## src/rtl/issue_wht_mp.sv

```systemverilog
// Wake-up history table: recent result broadcasts are retained for a bounded
// number of cycles so that issue-queue operand lookups can resolve late tags.
module issue_wht_mp #(
   parameter int DEPTH    = 4,
   parameter int NW       = 2,
   parameter int NQ       = 2,
   parameter int ROB_W    = 4,
   parameter int DATA_W   = 32,
   parameter int LIFETIME = 4
) (
   input  logic                         clk,
   input  logic                         resetn,
   input  logic                         flush,
   input  logic [NW-1:0]                we,
   input  logic [NW*ROB_W-1:0]          din_rob,
   input  logic [NW*DATA_W-1:0]         din_value,
   input  logic [NQ*ROB_W-1:0]          qin_rob,
   input  logic [NQ-1:0]                qin_rdy,
   input  logic [NQ*DATA_W-1:0]         qin_value,
   output logic [NQ-1:0]                qout_rdy,
   output logic [NQ*DATA_W-1:0]         qout_value,
   output logic [$clog2(DEPTH+1)-1:0]   count
);

   localparam int PTR_W = (DEPTH > 1) ? $clog2(DEPTH) : 1;
   localparam int AGE_W = (LIFETIME > 1) ? $clog2(LIFETIME) : 1;
   localparam int CNT_W = $clog2(DEPTH+1);

   logic [DEPTH-1:0]  valid_q, valid_d;
   logic [ROB_W-1:0]  rob_q   [DEPTH];
   logic [ROB_W-1:0]  rob_d   [DEPTH];
   logic [DATA_W-1:0] value_q [DEPTH];
   logic [DATA_W-1:0] value_d [DEPTH];
   logic [AGE_W-1:0]  age_q   [DEPTH];
   logic [AGE_W-1:0]  age_d   [DEPTH];
   logic [PTR_W-1:0]  wr_ptr_q, wr_ptr_d;
   logic [CNT_W-1:0]  count_q, count_d;

   int off;
   int slot;

   function automatic logic [CNT_W-1:0] popcount(input logic [DEPTH-1:0] v);
      logic [CNT_W-1:0] c;
      c = '0;
      for (int k = 0; k < DEPTH; k++)
         c = c + CNT_W'(v[k]);
      return c;
   endfunction

   always_comb begin
      valid_d  = valid_q;
      rob_d    = rob_q;
      value_d  = value_q;
      age_d    = age_q;
      wr_ptr_d = wr_ptr_q;
      off      = 0;
      slot     = 0;

      // Expiry: an entry is dropped on the edge that closes its last visible cycle.
      for (int e = 0; e < DEPTH; e++) begin
         if (valid_q[e]) begin
            if (LIFETIME != 0 && age_q[e] == AGE_W'(LIFETIME-1))
               valid_d[e] = 1'b0;
            else
               age_d[e] = age_q[e] + 1'b1;
         end
      end

      // Ports are applied in ascending order, so a later port's dedup also
      // retires an entry written by an earlier port in the same cycle.
      for (int i = 0; i < NW; i++) begin
         if (we[i]) begin
            slot = (int'(wr_ptr_q) + off) % DEPTH;
            for (int e = 0; e < DEPTH; e++) begin
               if (valid_d[e] && rob_d[e] == din_rob[i*ROB_W +: ROB_W])
                  valid_d[e] = 1'b0;
            end
            for (int e = 0; e < DEPTH; e++) begin
               if (e == slot) begin
                  valid_d[e] = 1'b1;
                  rob_d[e]   = din_rob[i*ROB_W +: ROB_W];
                  value_d[e] = din_value[i*DATA_W +: DATA_W];
                  age_d[e]   = '0;
               end
            end
            off = off + 1;
         end
      end
      wr_ptr_d = PTR_W'((int'(wr_ptr_q) + off) % DEPTH);

      if (flush) begin
         valid_d  = '0;
         wr_ptr_d = '0;
         for (int e = 0; e < DEPTH; e++)
            age_d[e] = '0;
      end

      count_d = popcount(valid_d);
   end

   always_ff @(posedge clk) begin
      if (!resetn) begin
         valid_q  <= '0;
         wr_ptr_q <= '0;
         count_q  <= '0;
         for (int e = 0; e < DEPTH; e++)
            age_q[e] <= '0;
      end else begin
         valid_q  <= valid_d;
         wr_ptr_q <= wr_ptr_d;
         count_q  <= count_d;
         for (int e = 0; e < DEPTH; e++)
            age_q[e] <= age_d[e];
      end
   end

   // Payload needs no reset: it is never observed while its valid bit is clear.
   always_ff @(posedge clk) begin
      for (int e = 0; e < DEPTH; e++) begin
         rob_q[e]   <= rob_d[e];
         value_q[e] <= value_d[e];
      end
   end

   // At most one valid entry per tag exists, so OR-merging hit values is exact.
   always_comb begin
      qout_rdy   = '0;
      qout_value = '0;
      for (int j = 0; j < NQ; j++) begin
         logic             hit;
         logic [DATA_W-1:0] hval;
         hit  = 1'b0;
         hval = '0;
         for (int e = 0; e < DEPTH; e++) begin
            if (valid_q[e] && rob_q[e] == qin_rob[j*ROB_W +: ROB_W]) begin
               hit  = 1'b1;
               hval = hval | value_q[e];
            end
         end
         if (qin_rdy[j]) begin
            qout_rdy[j]                   = 1'b1;
            qout_value[j*DATA_W +: DATA_W] = qin_value[j*DATA_W +: DATA_W];
         end else begin
            qout_rdy[j]                   = hit;
            qout_value[j*DATA_W +: DATA_W] = hval;
         end
      end
   end

   assign count = count_q;

endmodule

```

## config.mk

```make
export PLATFORM = sky130hd
export DESIGN_NAME = issue_wht_mp
export DESIGN_NICKNAME = d
export VERILOG_FILES = /design/src/rtl/issue_wht_mp.sv
export SDC_FILE = /design/constraint.sdc
export NUM_CORES = 1
export LEC_CHECK = 0
export ABC_AREA = 1
export CAP_MARGIN = 20
export CORE_ASPECT_RATIO = 0.75
export CORE_MARGIN = 2
export CORE_UTILIZATION = 35
export DETAILED_ROUTE_END_ITERATION = 10
export REMOVE_ABC_BUFFERS = 1
export SLEW_MARGIN = 20
export SYNTH_ARGS = -nofsm -noshare
export SYNTH_HDL_FRONTEND = slang
export SYNTH_SLANG_ARGS = --single-unit
```

## constraint.sdc

```tcl
create_clock -name clk -period 3.5 [get_ports clk]
set_input_delay 0.875 -clock clk [delete_from_list [all_inputs] [get_ports clk]]
set_output_delay 0.875 -clock clk [all_outputs]
set_load 0.1 [all_outputs]
```

==> results of run 1 <==
[through the flow]
step	setup slack (ns)	utilization, %	cell area, um2	instances	setup TNS (ns)
final	0.0678	52.6	15800	2349	0
after global routing	-0.00527	52.5	15800	2348	-0.0184
after CTS	0.0374	52.3	15700	2345	0
after detailed placement	-0.210	49.4	14900	2308	-10.22
after global placement	-0.186	49.4	14900	2308	-8.84
after floorplan	-1.05	-	10000	1559	-67.92
[what timing repair did]
item | in CTS | in global routing
cloned | 3 | 1
gates resized for setup | 70 | 26
pin swaps | 17 | 2
setup buffers | 2 | 2
hold endpoints to repair | 0 | 0
setup endpoints to repair | 66 | 58
[worst max path at each step]
stage                     slack [ns]              to  cells past startpoint
after floorplan                -1.05  qout_value[32]                      7
after global placement         -0.19  qout_value[51]                     10
after detailed placement       -0.21        count[1]                     15
after CTS                       0.04  qout_value[15]                     10
after global routing          -0.005  qout_value[11]                     10
final                           0.07   qout_value[5]                     11
[cell families after synthesis]
family | Yosys count
xor gates and xnor gates | 15
AOI/OAI and AO/OA | 359
buffers and inverters | 267
DFF | 161
and+or+nand+nor | 896
adders and majority gates | 6
[cell usage after synthesis, drive strengths merged]
library cell	number	area, um2
o21ai	210	1050
buf	86	457
nand3b	5	37.5
clkbuf	59	225
xor2	10	87.6
xnor2	5	43.8
fa	1	20.0
ha	5	62.6
a21boi	2	15.0
o22ai	132	826
a21oi	12	63.8
nor4	4	25.0
nand3	110	556
nor3	2	10.0
nor2	381	1450
o211ai	3	22.5
dfxtp	161	3220
inv	122	458
nand4	227	1420
nand2	167	629
[where the power goes]
group / internal [W] / total (W) / switching [W]
registers: 0.00240 / 0.00291 / 0.000508
logic: 0.00135 / 0.00360 / 0.00225
clock network: 0.00114 / 0.00198 / 0.000838
total: 0.00489 / 0.00849 / 0.00360
[worst max-delay path: cells and delay by family]
| kind | cells | cell delay [ns] |
|---|---|---|
| xor gates and xnor gates | 1 | 0.15 |
| and+or+nand+nor | 5 | 0.57 |
| buffers and inverters | 5 | 0.94 |
[layer usage]
metal | share of wire [%] | global-route usage [%] | routed length, um
met3 | 12 | 6.45 | 6250
met2 | 42 | 46.1 | 21500
met1 | 42 | 43.3 | 21300
met5 | 0 | 0 | 0
met4 | 3.1 | 11.3 | 1590
[sequential cells by signal (all words and copies together), names as in the netlist]
register  cells
age_q         8
count         3
rob_q        16
valid_q       4
value_q     128
wr_ptr_q      2
[final cells by class]
cell class	count	area, um2	area share, %
clock buffers	20	447	2.83
clock inverters	12	158	0.998
diodes	1	2.50	0.0158
multi-input cells	1276	6620	41.9
flip-flops and latches	161	3220	20.4
inverters	122	458	2.90
repair buffers	358	4400	27.8
well taps	399	499	3.16
==> results.toml, run 1 <==
[clock_tree]
htree_num_levels = 4
cts-root-buf = "clkbuf_16"
cts_tree = "yes"
cts_buffer_depth = 2
cts_buffers = 17
clkSinkCount = 161
clk_latency_ns = 0.45
clk_pin_slew_ns = 0.06
postCtsHoldBufs = 0

[synthesis]
ys_types = 31
synthXorXnorAreaFrac_pct = 1.23
synth_compound_area_share_pct = 18.5
synth_top_family_by_area = "simple AND/OR/NAND/NOR gates"
syn-mean-instance-area_um2 = 6.27
yosys-mux-area-fraction_pct = 0
synthAdderAreaFrac_pct = 0.773
ys_ff_latch = 161
synth-seq-area-share_pct = 30.2
synth-simple-area-share_pct = 38.6
syn_area_um2 = 10700
syn_inst = 1704
ys_warn_count = 0

[drt]
num_vias = 14166
detail_route.wl_per_cell_um = 21.6
ant_nets = 0
first_pass_iters = 10
first_iter_violations = 2252
wl_um = 50600
drc = 0
drt-vias-per-instance = 6.03

[sta]
slew_violations = 0
clock_skew_ns = 0.00745
timing.fmax_mhz = 291
min_period_over_period_pct = 98.1
min_period_ns = 3.43
whs_ns = 0.513
relSlewSlack_pct = 45.0
tightestPinTransition_ns = 0.825
final-setup-viol-count = 0
hold_viol = 0

[final_layout]
final_common_cell = "nor2_1"
nFillCells = 2871
nets = 2093
area_delta_synth_final_pct = 48.0
drive_above_1_share_pct = 17.5
mostFrequentLayoutCells = "nor2_1, nand4_1, o21ai_0, nand2_1, dfxtp_1"

[critical_path]
critPathKind = "in -> out"
worstReg2RegStart = "wr_ptr_q[0]"
critical_path_required_ns = 2.62
critPathLaunchType = "input pin"
reg2reg_setup_slack_ns = 0.72
critPathSlowestCell = "dlygate4sd2_1"
path_cells = "dlygate4sd2_1 > buf_4 > xor2_2 > nor2_4 > buf_12 > buf_12 > nand4_1 > nand3_1 > nor2_1 > nor2_1 > buf_12"
end_kind = "output port"
cpMostUsedCell = "buf_12"
critPathMaxStageDelay_ns = 0.28
reg2regPathDepth = 14
worstPathArrival_ns = 2.56
cp_max_fo = 14
rr_endpoint = "count[1]"
timing.critical_path.from = "qin_rob[2]"

[die]
die_y_um = 155
io_pins = 220
die-area_um2 = 31900
initial_core_util_pct = 35.5
die_w_um = 206
rows = 55
core-area_um2 = 30100

[global_route]
grtUsageTotal_pct = 30.8
grt_max_degree = 69
grt_pass1_vias = 13109
grt_overflow = 0
antenna_found_initial = 1
grt_pass1_wl_um = 76400

[placement]
io_buffer_count = 219
place_hpwl_um = 32900
gp_congestion = 0.965

[status]
status = "finished clean"

[min_path]
whs_endpoint = "age_q[3]"
hold_start = "age_q[3]"
holdPathStages = 2
holdCritPathClass = "reg -> reg"

[power_and_ir_drop]
power_density_nw_per_um2 = 537
vdd_drop_max_uv = 435
p_leak_nw = 6.65
power_w = 0.00849

[flow_run]
cap_violations = 0
(Power assumes the default switching activity.)
==> run 2, diff against run 1 <==
--- a/config.mk
+++ b/config.mk
@@ -12,7 +12,7 @@
 export CORE_UTILIZATION = 35
 export DETAILED_ROUTE_END_ITERATION = 10
 export REMOVE_ABC_BUFFERS = 1
-export SLEW_MARGIN = 20
+export SLEW_MARGIN = 25
 export SYNTH_ARGS = -nofsm -noshare
 export SYNTH_HDL_FRONTEND = slang
 export SYNTH_SLANG_ARGS = --single-unit
==> results of run 2 <==
Final layout, timing and power as in run 1 (identical DEF).
